## src/rtl/vga_console_writer.sv

```systemverilog
// Text console writer: turns a character stream into character-memory
// writes, with cursor tracking, newline/CR/backspace, hardware scroll and
// screen clear.
//
// Ports:
//   clk, rst              : clock, synchronous active-high reset
//   char_valid/char_ready : character handshake (accept when both high)
//   char_data             : ASCII code
//   char_fg, char_bg      : 12-bit colours for printable characters
//   clear_req             : one-cycle clear-screen request
//   mem_addr              : {row[4:0], col[6:0]} word address
//   mem_we, mem_wdata     : write strobe and {bg, fg, ascii}
//   mem_rdata             : read data, one clk after mem_addr
//   cursor_col/cursor_row : current cursor position
//   busy                  : high during scroll or clear
module vga_console_writer #(
   parameter int          VISIBLE_COLS = 80,
   parameter int          VISIBLE_ROWS = 30,
   parameter logic [11:0] DEFAULT_FG   = 12'hFFF,
   parameter logic [11:0] DEFAULT_BG   = 12'h000
) (
   input  logic        clk,
   input  logic        rst,
   input  logic        char_valid,
   input  logic [7:0]  char_data,
   input  logic [11:0] char_fg,
   input  logic [11:0] char_bg,
   input  logic        clear_req,
   output logic        char_ready,
   output logic [11:0] mem_addr,
   output logic        mem_we,
   output logic [31:0] mem_wdata,
   input  logic [31:0] mem_rdata,
   output logic [6:0]  cursor_col,
   output logic [4:0]  cursor_row,
   output logic        busy
);

   localparam logic [6:0] LAST_C = 7'(VISIBLE_COLS - 1);
   localparam logic [4:0] LAST_R = 5'(VISIBLE_ROWS - 1);
   localparam logic [31:0] FILL =
      {DEFAULT_BG, DEFAULT_FG, 8'h20};

   typedef enum logic [2:0] {
      IDLE,
      WRITE,
      SCR_RD,
      SCR_WR,
      SCR_FILL,
      CLR
   } state_t;

   state_t      state_q, state_d;
   logic [4:0]  row_q, row_d;
   logic [6:0]  col_q, col_d;
   logic [4:0]  sr_q, sr_d;
   logic [6:0]  sc_q, sc_d;
   logic        pend_q, pend_d;
   logic        bs_q, bs_d;
   logic [11:0] wa_q, wa_d;
   logic [31:0] wd_q, wd_d;

   logic        rdy;
   logic        accept;
   logic        fin;
   logic        is_print;
   logic        is_lf;
   logic        is_cr;
   logic        is_bs;

   assign is_print = (char_data >= 8'h20) &&
                     (char_data <= 8'h7E);
   assign is_lf    = (char_data == 8'h0A);
   assign is_cr    = (char_data == 8'h0D);
   assign is_bs    = (char_data == 8'h08);

   always_ff @(posedge clk) begin
      if (rst) begin
         state_q <= IDLE;
         row_q   <= '0;
         col_q   <= '0;
         sr_q    <= '0;
         sc_q    <= '0;
         pend_q  <= 1'b0;
         bs_q    <= 1'b0;
         wa_q    <= '0;
         wd_q    <= '0;
      end else begin
         state_q <= state_d;
         row_q   <= row_d;
         col_q   <= col_d;
         sr_q    <= sr_d;
         sc_q    <= sc_d;
         pend_q  <= pend_d;
         bs_q    <= bs_d;
         wa_q    <= wa_d;
         wd_q    <= wd_d;
      end
   end

   always_comb begin
      state_d    = state_q;
      row_d      = row_q;
      col_d      = col_q;
      sr_d       = sr_q;
      sc_d       = sc_q;
      pend_d     = pend_q;
      bs_d       = bs_q;
      wa_d       = wa_q;
      wd_d       = wd_q;
      fin        = 1'b0;
      mem_we     = 1'b0;
      mem_addr   = '0;
      mem_wdata  = '0;
      busy       = 1'b0;
      rdy        = (state_q == IDLE) && !pend_q &&
                   !clear_req;
      accept     = rdy && char_valid;
      char_ready = rdy;
      cursor_col = col_q;
      cursor_row = row_q;

      // Requests arriving mid-operation are held;
      // a clear already running absorbs them.
      if (clear_req && (state_q != IDLE) &&
          (state_q != CLR))
         pend_d = 1'b1;

      unique case (state_q)
         IDLE: begin
            if (clear_req || pend_q) begin
               state_d = CLR;
               sr_d    = '0;
               sc_d    = '0;
               pend_d  = 1'b0;
            end else if (accept) begin
               unique case (1'b1)
                  is_print: begin
                     state_d = WRITE;
                     bs_d    = 1'b0;
                     wa_d    = {row_q, col_q};
                     wd_d    = {char_bg, char_fg,
                                char_data};
                  end
                  is_lf: begin
                     col_d = '0;
                     if (row_q == LAST_R) begin
                        state_d = SCR_RD;
                        sr_d    = 5'd1;
                        sc_d    = '0;
                     end else begin
                        row_d = row_q + 5'd1;
                     end
                  end
                  is_cr: col_d = '0;
                  is_bs: begin
                     if (col_q != '0) begin
                        state_d = WRITE;
                        bs_d    = 1'b1;
                        wa_d    = {row_q,
                                   col_q - 7'd1};
                        wd_d    = {char_bg, char_fg,
                                   8'h20};
                     end
                  end
                  default: ;
               endcase
            end
         end

         WRITE: begin
            mem_we    = 1'b1;
            mem_addr  = wa_q;
            mem_wdata = wd_q;
            if (bs_q) begin
               col_d = col_q - 7'd1;
               fin   = 1'b1;
            end else if (col_q == LAST_C) begin
               col_d = '0;
               if (row_q == LAST_R) begin
                  state_d = SCR_RD;
                  sr_d    = 5'd1;
                  sc_d    = '0;
               end else begin
                  row_d = row_q + 5'd1;
                  fin   = 1'b1;
               end
            end else begin
               col_d = col_q + 7'd1;
               fin   = 1'b1;
            end
         end

         SCR_RD: begin
            busy     = 1'b1;
            mem_addr = {sr_q, sc_q};
            state_d  = SCR_WR;
         end

         // Read data for the cell addressed last
         // cycle is forwarded straight to the row above.
         SCR_WR: begin
            busy      = 1'b1;
            mem_we    = 1'b1;
            mem_addr  = {sr_q - 5'd1, sc_q};
            mem_wdata = mem_rdata;
            if (sc_q == LAST_C) begin
               sc_d = '0;
               if (sr_q == LAST_R) begin
                  state_d = SCR_FILL;
               end else begin
                  sr_d    = sr_q + 5'd1;
                  state_d = SCR_RD;
               end
            end else begin
               sc_d    = sc_q + 7'd1;
               state_d = SCR_RD;
            end
         end

         SCR_FILL: begin
            busy      = 1'b1;
            mem_we    = 1'b1;
            mem_addr  = {LAST_R, sc_q};
            mem_wdata = FILL;
            if (sc_q == LAST_C)
               fin = 1'b1;
            else
               sc_d = sc_q + 7'd1;
         end

         CLR: begin
            busy      = 1'b1;
            mem_we    = 1'b1;
            mem_addr  = {sr_q, sc_q};
            mem_wdata = FILL;
            if (sc_q == LAST_C) begin
               sc_d = '0;
               if (sr_q == LAST_R) begin
                  row_d   = '0;
                  col_d   = '0;
                  state_d = IDLE;
               end else begin
                  sr_d = sr_q + 5'd1;
               end
            end else begin
               sc_d = sc_q + 7'd1;
            end
         end

         default: state_d = IDLE;
      endcase

      // A pending clear starts as soon as the
      // current operation ends.
      if (fin) begin
         if (pend_q || clear_req) begin
            state_d = CLR;
            sr_d    = '0;
            sc_d    = '0;
            pend_d  = 1'b0;
         end else begin
            state_d = IDLE;
         end
      end

      // Reset cycle: all outputs quiet at once.
      if (rst) begin
         mem_we     = 1'b0;
         mem_addr   = '0;
         mem_wdata  = '0;
         busy       = 1'b0;
         char_ready = 1'b0;
         cursor_col = '0;
         cursor_row = '0;
      end
   end

endmodule

```

## config.mk

```make
export PLATFORM = sky130hd
export DESIGN_NAME = vga_console_writer
export DESIGN_NICKNAME = d
export VERILOG_FILES = /design/src/rtl/vga_console_writer.sv
export SDC_FILE = /design/constraint.sdc
export NUM_CORES = 1
export LEC_CHECK = 0
export BUFFER_PORTS_ARGS = -buffer_cell sky130_fd_sc_hd__buf_4
export CAP_MARGIN = 25
export CORE_ASPECT_RATIO = 1.75
export CORE_UTILIZATION = 45
export CTS_BUF_LIST = sky130_fd_sc_hd__clkbuf_8 sky130_fd_sc_hd__clkbuf_16
export DETAILED_ROUTE_END_ITERATION = 10
export PLACE_DENSITY = 0.7
export REMOVE_ABC_BUFFERS = 1
export SLEW_MARGIN = 20
export SYNTH_ARGS = -nofsm -noshare
export SYNTH_HDL_FRONTEND = slang
export SYNTH_SLANG_ARGS = --single-unit
```

## constraint.sdc

```tcl
create_clock -name clk -period 3 [get_ports clk]
set_clock_uncertainty 0.05 [all_clocks]
set_input_delay 0.3 -clock clk [delete_from_list [all_inputs] [get_ports clk]]
set_output_delay 0.3 -clock clk [all_outputs]
set_load 0.01 [all_outputs]
```

### Word level (Yosys, flattened, before mapping)

Index checks and enable logic that the tools add are counted.

* output and inout port bits: 59
* register bits after elaboration: 73
* input port bits: 68
* word-level logic and storage cells: 152

* reductions and logical operators: 24
* eq/ne operators: 30
* mux-type cells: 80
* $lt $le $gt $ge: 2
* bitwise gates (word level): 1
* add/subtract/negate cells: 6

Operator list (number)
* 2-to-1 mux 7 bit: 18
* one-hot mux 32 bit (3 select lines): 1
* 2-to-1 mux 5 bit: 19
* 2-to-1 mux 32 bit: 2
* one-hot mux 32 bit (2 select lines): 1
* one-hot mux 12 bit (4 select lines): 1
* 2-to-1 mux 3 bit: 12
* one-hot mux 5 bit (3 select lines): 2
* one-hot mux 7 bit (4 select lines): 1
* == test 8 x 4 -> 1 bit, second input constant: 3
* 2-to-1 mux 12 bit: 2
* one-hot mux 12 bit (2 select lines): 1
* one-hot mux 7 bit (3 select lines): 1
* inequality test 2 bit, second input constant: 9
* one-hot mux 3 bit (6 select lines): 1
* AND reduction 8 bit: 2
* 2-to-1 mux 1 bit: 15
* inequality test 3 bit, second input constant: 5
* adder 7 x 1 -> 7 bit, second input constant: 2
* == test 7 bit, second input constant: 2
* adder 5 x 1 -> 5 bit, second input constant: 2
* == test 5 bit, second input constant: 2
* one-hot mux 3 bit (3 select lines): 1
* >= comparator 8 x 6 -> 1 bit, second input constant: 1
* 23 further kinds: 37

### Depth between registers and ports, before layout

Gate-level depths: netlist of run 1.

* depth in word-level cells: 9
* gate-level depth with buffers: 8
* mapped depth without buffers: 8

### Worst setup path before layout of run 1

No wires, ideal clock.

* kind: register -> register
* from: register sc_q[4]
* to: register row_q[3]
* buffers on the path: 2
* stages on the path, launching flop included: 8
* period minus slack after synthesis: 2.317 ns
* setup time: 0.070 ns
* setup slack: 0.683 ns
* required time: 2.880 ns
* arrival time: 2.197 ns
* path through: dfxtp_1 > buf_6 > or3b_4 > or4_4 > and2_4 > buf_6 > or4_1 > a21oi_1

* cells in the longest elaborated chain, start to end: 3

RTL lines
* start, declared: RTL line 57 `logic [6:0] sc_q, sc_d;`
* start signal, assigned: RTL line 83 `sc_q <= '0;`
* start signal, assigned: RTL line 93 `sc_q <= sc_d;`
* == test 7 bit: RTL line 237 `if (sc_q == LAST_C) begin`
* inequality test 2 bit (no line)
* AND reduction 8 bit (no line)
* end signal, assigned: RTL line 90 `row_q <= row_d;`
* end, declared: RTL line 54 `logic [4:0] row_q, row_d;`

Every way passes these cells.
A chain may end at the register's enable or synchronous reset.

### Worst setup path after layout of run 1

* from: register state_q[2]
* to: output mem_wdata[15]

* cells in the longest elaborated chain, start to end: 4
* elaborated cells on any way between the ends: 7

RTL lines
* start, declared: RTL line 53 `state_t state_q, state_d;`
* start signal, assigned: RTL line 89 `state_q <= state_d;`
* == test 3 bit: RTL line 129 `unique case (state_q)`
* OR reduction 2 bit (no line)
* one-hot mux 32 bit (3 select lines) *: RTL line 129
* 2-to-1 mux 32 bit *: RTL line 268 `if (rst) begin`
* end, declared: RTL line 32 `output logic [31:0] mem_wdata,`

Mark *: on every way between the ends. The rest lies on a longest branch, timed or not.

==> results of run 1 <==
-- Yosys cell counts, types with 8 or more instances --
| cell type | number | area [µm²] |
|---|---|---|
| nor2_1 | 121 | 454.2 |
| dfxtp_1 | 73 | 1461 |
| a21oi_1 | 41 | 205.2 |
| mux2i_1 | 35 | 350.3 |
| clkbuf_1 | 30 | 112.6 |
| a22oi_1 | 29 | 217.7 |
| nand2_1 | 26 | 97.59 |
| o21ai_0 | 22 | 110.1 |
| nand3_1 | 18 | 90.09 |
| nor2b_1 | 18 | 112.6 |
| inv_1 | 17 | 63.81 |
| a221oi_1 | 14 | 122.6 |
| ha_1 | 13 | 162.7 |
| nor3_1 | 11 | 55.05 |
| a211oi_1 | 10 | 75.07 |
| nand2b_1 | 8 | 50.05 |
-- state kept, by name (all words and copies together), names as in the netlist --
name,cells
pend_q,1
wa_q,12
bs_q,1
sc_q,7
row_q,5
state_q,3
wd_q,32
col_q,7
sr_q,5
-- final cells by class --
class,instances,area [µm²]
Clock buffer,11,252.7
Clock inverter,5,53.80
Fill cell,962,4187
Inverter,19,71.32
Multi-Input combinational cell,484,3090
Sequential cell,73,1461
Tap cell,127,158.9
Timing Repair Buffer,143,1086
-- where the power goes --
| group | switching [mW] | total [mW] | internal, mW |
|---|---|---|---|
| Combinational | 0.847 | 1.40 | 0.557 |
| Sequential | 0.0988 | 1.13 | 1.04 |
| Clock | 0.411 | 1.10 | 0.686 |
| Total | 1.36 | 3.64 | 2.28 |
-- cell families after synthesis --
logic type / Yosys count
multiplexers: 38
XOR/XNOR: 7
buffers and inverters: 66
adder cells (fa/ha/maj): 14
flip-flops: 73
AO/OA/AOI/OAI: 167
AND/OR/NAND/NOR: 258
-- per-stage QoR --
| step | cells | instance area, µm² | worst slack, ns | hold slack (ns) | utilization (%) |
|---|---|---|---|---|---|
| global placement | 846 | 5868 | 0.5473 | 0.4247 | 56.64 |
| global route | 862 | 6175 | 0.2971 | 0.1628 | 59.59 |
| floorplan | 576 | 4607 | -1.479 | 0.3191 | - |
| finish | 862 | 6175 | 0.4490 | 0.1529 | 59.59 |
| detailed placement | 846 | 5868 | 0.4531 | 0.4312 | 56.64 |
| CTS | 862 | 6175 | 0.4540 | 0.1402 | 59.59 |
-- metal layers --
| layer | global-route usage [%] | routed length, µm | share of wire, % | vias up |
|---|---|---|---|---|
| li1 | - | - | - | 2497 |
| met1 | 27.75 | 5322 | 38 | 2379 |
| met2 | 44.42 | 7386 | 53 | 183 |
| met3 | 4.342 | 720 | 5.2 | 37 |
| met4 | 11.00 | 450 | 3.2 | 0 |
| met5 | 0 | 0 | 0 | - |
-- tightest hold or removal path, delay by kind of cell --
family	cells	cell delay (ns)
buf+inv	1	0.07
mux	1	0.05
simple gates	1	0.07
-- worst max path at each step --
stage / startpoint / to / slack (ns) / depth (start not counted)
final: state_q[2] / mem_wdata[15] / 0.45 / 6
after global routing: state_q[1] / mem_wdata[12] / 0.30 / 6
after floorplan: state_q[0] / sc_q[0] / -1.48 / 5
after detailed placement: char_data[4] / wd_q[18] / 0.45 / 7
after global placement: char_data[4] / wd_q[31] / 0.55 / 7
after CTS: state_q[1] / mem_wdata[15] / 0.45 / 6
==> flow_summary.toml, run 1 <==
[global_routing]
grt_max_degree = 54
grt_pass1_wl_um = 22130
antenna_found_initial = 0
grt-ovfl-total = 0
grt_pass1_vias = 4743
gr-usage-all-layers_pct = 24.83

[worst_setup_path]
cp_top_family = "buffers and inverters"
reg2reg_setup_slack_ns = 0.50
critPathKind = "reg -> out"
critPathArrivalTime_ns = 2.20
start_kind = "flop"
end_kind = "output pin"
cp_num_buf_inv = 3
worstPathMaxFanout = 32
path_cells = "buf_4 -> and3b_1 -> buf_4 -> a221oi_1 -> nor2_1 -> buf_4"
cpPeakStageDelay_ns = 0.59
cp_slowest_cell = "dfxtp_1"
rr_worst_depth = 6
required_ns = 2.65
r2r_start = "col_q[4]"
rr_endpoint = "sc_q[5]"
crit_top_cell = "buf_4"

[yosys]
synth_edf_count = 0
synth_top_family_by_area = "simple AND/OR/NAND/NOR gates"
yosys_warnings = 0
synthXorXnorAreaFrac_pct = 1.267
synth_compound_area_share_pct = 23.89
synth-main-ff-cell = "dfxtp_1"
avgSynthCellArea_um2 = 7.768
synth_seq_area_share_pct = 30.20
synth_simple_gate_area_share_pct = 26.86
netlist_area_mm2 = 0.004840
synth_fa_ha_area_share_pct = 3.568
synthMuxAreaShare_pct = 7.937
synthArstFlopShare_pct = 0
synth.distinct_cells = 71
synth-seq-cells = 73
synthCells = 623

[drt]
num_vias = 5096
first_pass_iters = 5
drtAntennaViolNets = 0
drt-initial-drc-count = 279
viasPerCell = 5.912
drc = 0
wl_um = 13880
wl_per_cell_um = 16.10

[clock_network]
post_cts_buffers = 0
clock-sinks = 73
cts-root-buf = "clkbuf_16"
htreeDepth = 3
cts_hold_buf = 0
cts_buffer_depth = 2
clkTransAtPathRegs_ns = 0.06
cts_tree = "yes"
ctsResizeCount = 0
cts_made_buffers = 9
clk_latency_ns = 0.33

[hold_path]
worstHoldStart = "char_bg[5]"
hp-class = "in -> reg"
hold_depth = 3
min_to = "wd_q[25]"

[sta]
fmax_mhz = 392.0
fin_crit_sh_pct = 85.04
worstMarginPinSlew_ns = 0.6184
rsz0062_at_grt = "false"
slew_viol_final = 0
timing.setup.tns_ns = 0
fin_crit_ns = 2.551
slew_headroom_pct = 58.42
finalSetupViolCount = 0
hold_viol = 0

[placed_design]
post-dp-hpwl_um = 10390
finalWeightedCongestion = 0.8913
portBuffers = 126

[floorplanning]
die_h_um = 139.2
die_w_um = 80.40
die_area_mm2 = 0.01119
core_mm2 = 0.01036
initial_core_util_pct = 46.71
rows = 49
pin_count = 127

[finish]
final_common_cell = "buf_4"
nets = 811
layout_common_cells = "buf_4 (142), nor2_1 (121), dfxtp_1 (73)"
area_growth_pct = 27.59
drive_gt1_share_pct = 24.49
diodes = 0

[run_status]
status = "finished clean"

[pwr]
p_per_area_mw_per_mm2 = 588.8
peakVddDrop_mv = 0.3538
p_total_mw = 3.636
p_leak_nw = 2.384

[run]
maxCapViolations = 0
No activity file was read; power rests on OpenSTA's default activity.
==> run 2: changes to the inputs <==
==> constraint.sdc (replaced) <==
create_clock -name clk -period 3 [get_ports clk]
set_clock_uncertainty 0.05 [all_clocks]
set_input_delay 0.45 -clock clk [delete_from_list [all_inputs] [get_ports clk]]
set_output_delay 0.45 -clock clk [all_outputs]
set_load 0.01 [all_outputs]
==> flow_summary.toml, run 2 (synthesis results as in run 1) <==
[worst_setup_path]
cp_slowest_cell = "dfxtp_1"
end_kind = "output pin"
critPathKind = "reg -> out"
required_ns = 2.50
critPathArrivalTime_ns = 2.18
crit_top_cell = "buf_4"
critPathLaunch = "state_q[1]"
cp_num_buf_inv = 3
rr_endpoint = "state_q[1]"
worstPathMaxFanout = 32
r2r_start = "col_q[1]"
cp_top_family = "buffers and inverters"
path_cells = "buf_4 -> and3b_1 -> buf_4 -> a221oi_1 -> nor2_1 -> buf_4"
start_kind = "flop"
reg2reg_setup_slack_ns = 0.45
cpPeakStageDelay_ns = 0.57
rr_worst_depth = 6

[finish]
diodes = 0
top_regs = "wd_q (32), wa_q (12)"
nFillCells = 962
finalNonFillerCells = 866
nets = 815
largest_reg_flops = 32
drive_gt1_share_pct = 24.90
area_growth_pct = 28.75
final_common_cell = "buf_4"
largest_register = "wd_q"
layout_common_cells = "buf_4 (145), nor2_1 (121), dfxtp_1 (73)"
final_area_mm2 = 0.006231
post-route-util_pct = 60.14

[global_routing]
gr-usage-all-layers_pct = 25.86
grt_pass1_vias = 4906
grt_pass1_wl_um = 22870
grt_max_degree = 40
grt-ovfl-total = 0
antenna_found_initial = 0

[placed_design]
portBuffers = 126
dpl-instance-area_mm2 = 0.005911
finalWeightedCongestion = 0.9195
post-dp-hpwl_um = 10690
placed_cells = 850

[hold_path]
min_to = "wd_q[28]"
worstHoldStart = "char_bg[8]"
hold_depth = 3
hp-class = "in -> reg"

[drt]
drt-initial-drc-count = 274
drtAntennaViolNets = 0
wl_um = 14180
drc = 0
num_vias = 5051
first_pass_iters = 5
wl_per_cell_um = 16.37
viasPerCell = 5.833

[clock_network]
post_cts_buffers = 0
cts-root-buf = "clkbuf_16"
htreeDepth = 3
clkTransAtPathRegs_ns = 0.06
ctsResizeCount = 0
cts_tree = "yes"
clk_latency_ns = 0.34
cts_hold_buf = 0
clock-sinks = 73
cts_buffer_depth = 2
cts_made_buffers = 9

[floorplanning]
pin_count = 127
core_mm2 = 0.01036
die_w_um = 80.40
rows = 49
die_h_um = 139.2
die_area_mm2 = 0.01119
initial_core_util_pct = 46.71

[sta]
hold_viol = 0
fin_crit_ns = 2.681
fmax_mhz = 373.0
slew_headroom_pct = 55.65
finalSetupViolCount = 0
rsz0062_at_grt = "false"
slew_viol_final = 0
hold_ws_ns = 0.2937
worstMarginPinSlew_ns = 0.6628
fin_crit_sh_pct = 89.36

[pwr]
peakVddDrop_mv = 0.3770
p_sw_share_pct = 37.23
power.net_switching_mw = 1.392
internal_power_mw = 2.348
p_leak_nw = 2.407
p_seq_share_pct = 30.3
p_clk_share_pct = 31.1
pwr-share-comb_pct = 38.6
p_per_area_mw_per_mm2 = 600.3

[run]
maxCapViolations = 0

[run_status]
status = "finished clean"
## run 2: cell count changes in the layout (fill, tap and decap cells not counted)
cell,change
bufinv_16,+1
buf_4,+3
buf_12,+1
clkinv_4,+1
clkbuf_8,-2
clkinv_2,-1
clkinvlp_4,+1
## run 2: metrics by stage
stage	setup TNS [ns]	power, mW	setup WS (ns)
6_report	0	3.740	0.3191
5_1_grt	0	3.953	0.1681
4_1_cts	0	3.759	0.3282
3_5_place_dp	0	2.585	0.3526
3_3_place_gp	0	2.559	0.4138
2_1_floorplan	-122.59	2.011	-1.541
## run 2: layer usage
layer | vias to the layer above | GRT usage (%) | share of wire (%)
met5 | - | 0 | 0
met2 | 162 | 47.15 | 54
met3 | 29 | 5.461 | 5.2
li1 | 2504 | - | -
met4 | 0 | 11.65 | 2.9
met1 | 2356 | 27.42 | 38
## run 2: how the worst max path moves through the flow
stage / slack, ns / to / cells past startpoint
floorplan: -1.54 / wa_q[1] / 5
global placement: 0.41 / wd_q[21] / 7
detailed placement: 0.35 / wd_q[22] / 7
CTS: 0.33 / mem_wdata[16] / 6
global route: 0.17 / mem_wdata[25] / 6
finish: 0.32 / mem_wdata[16] / 6
## run 2: layout make-up
cell class | instances | area (µm²) | area share [%]
multi-input cells | 484 | 3090 | 49.60
flip-flops and latches | 73 | 1461 | 23.45
repair buffers | 147 | 1129 | 18.11
clock buffers | 9 | 225.2 | 3.614
well taps | 127 | 158.9 | 2.550
clock inverters | 7 | 95.09 | 1.526
inverters | 19 | 71.32 | 1.145
## run 2: power groups by stage
stage / Combinational (mW) / Clock (mW) / Sequential, mW
finish: 1.44 / 1.16 / 1.13
global route: 1.58 / 1.22 / 1.15
CTS: 1.44 / 1.19 / 1.13
detailed placement: 1.43 / 0 / 1.15
global placement: 1.41 / 0 / 1.15
floorplan: 0.863 / 0 / 1.15
## run 2: worst min-delay path: stages
cell,delay [ns]
buf_4,0.08
mux2i_1,0.05
nor2_1,0.07
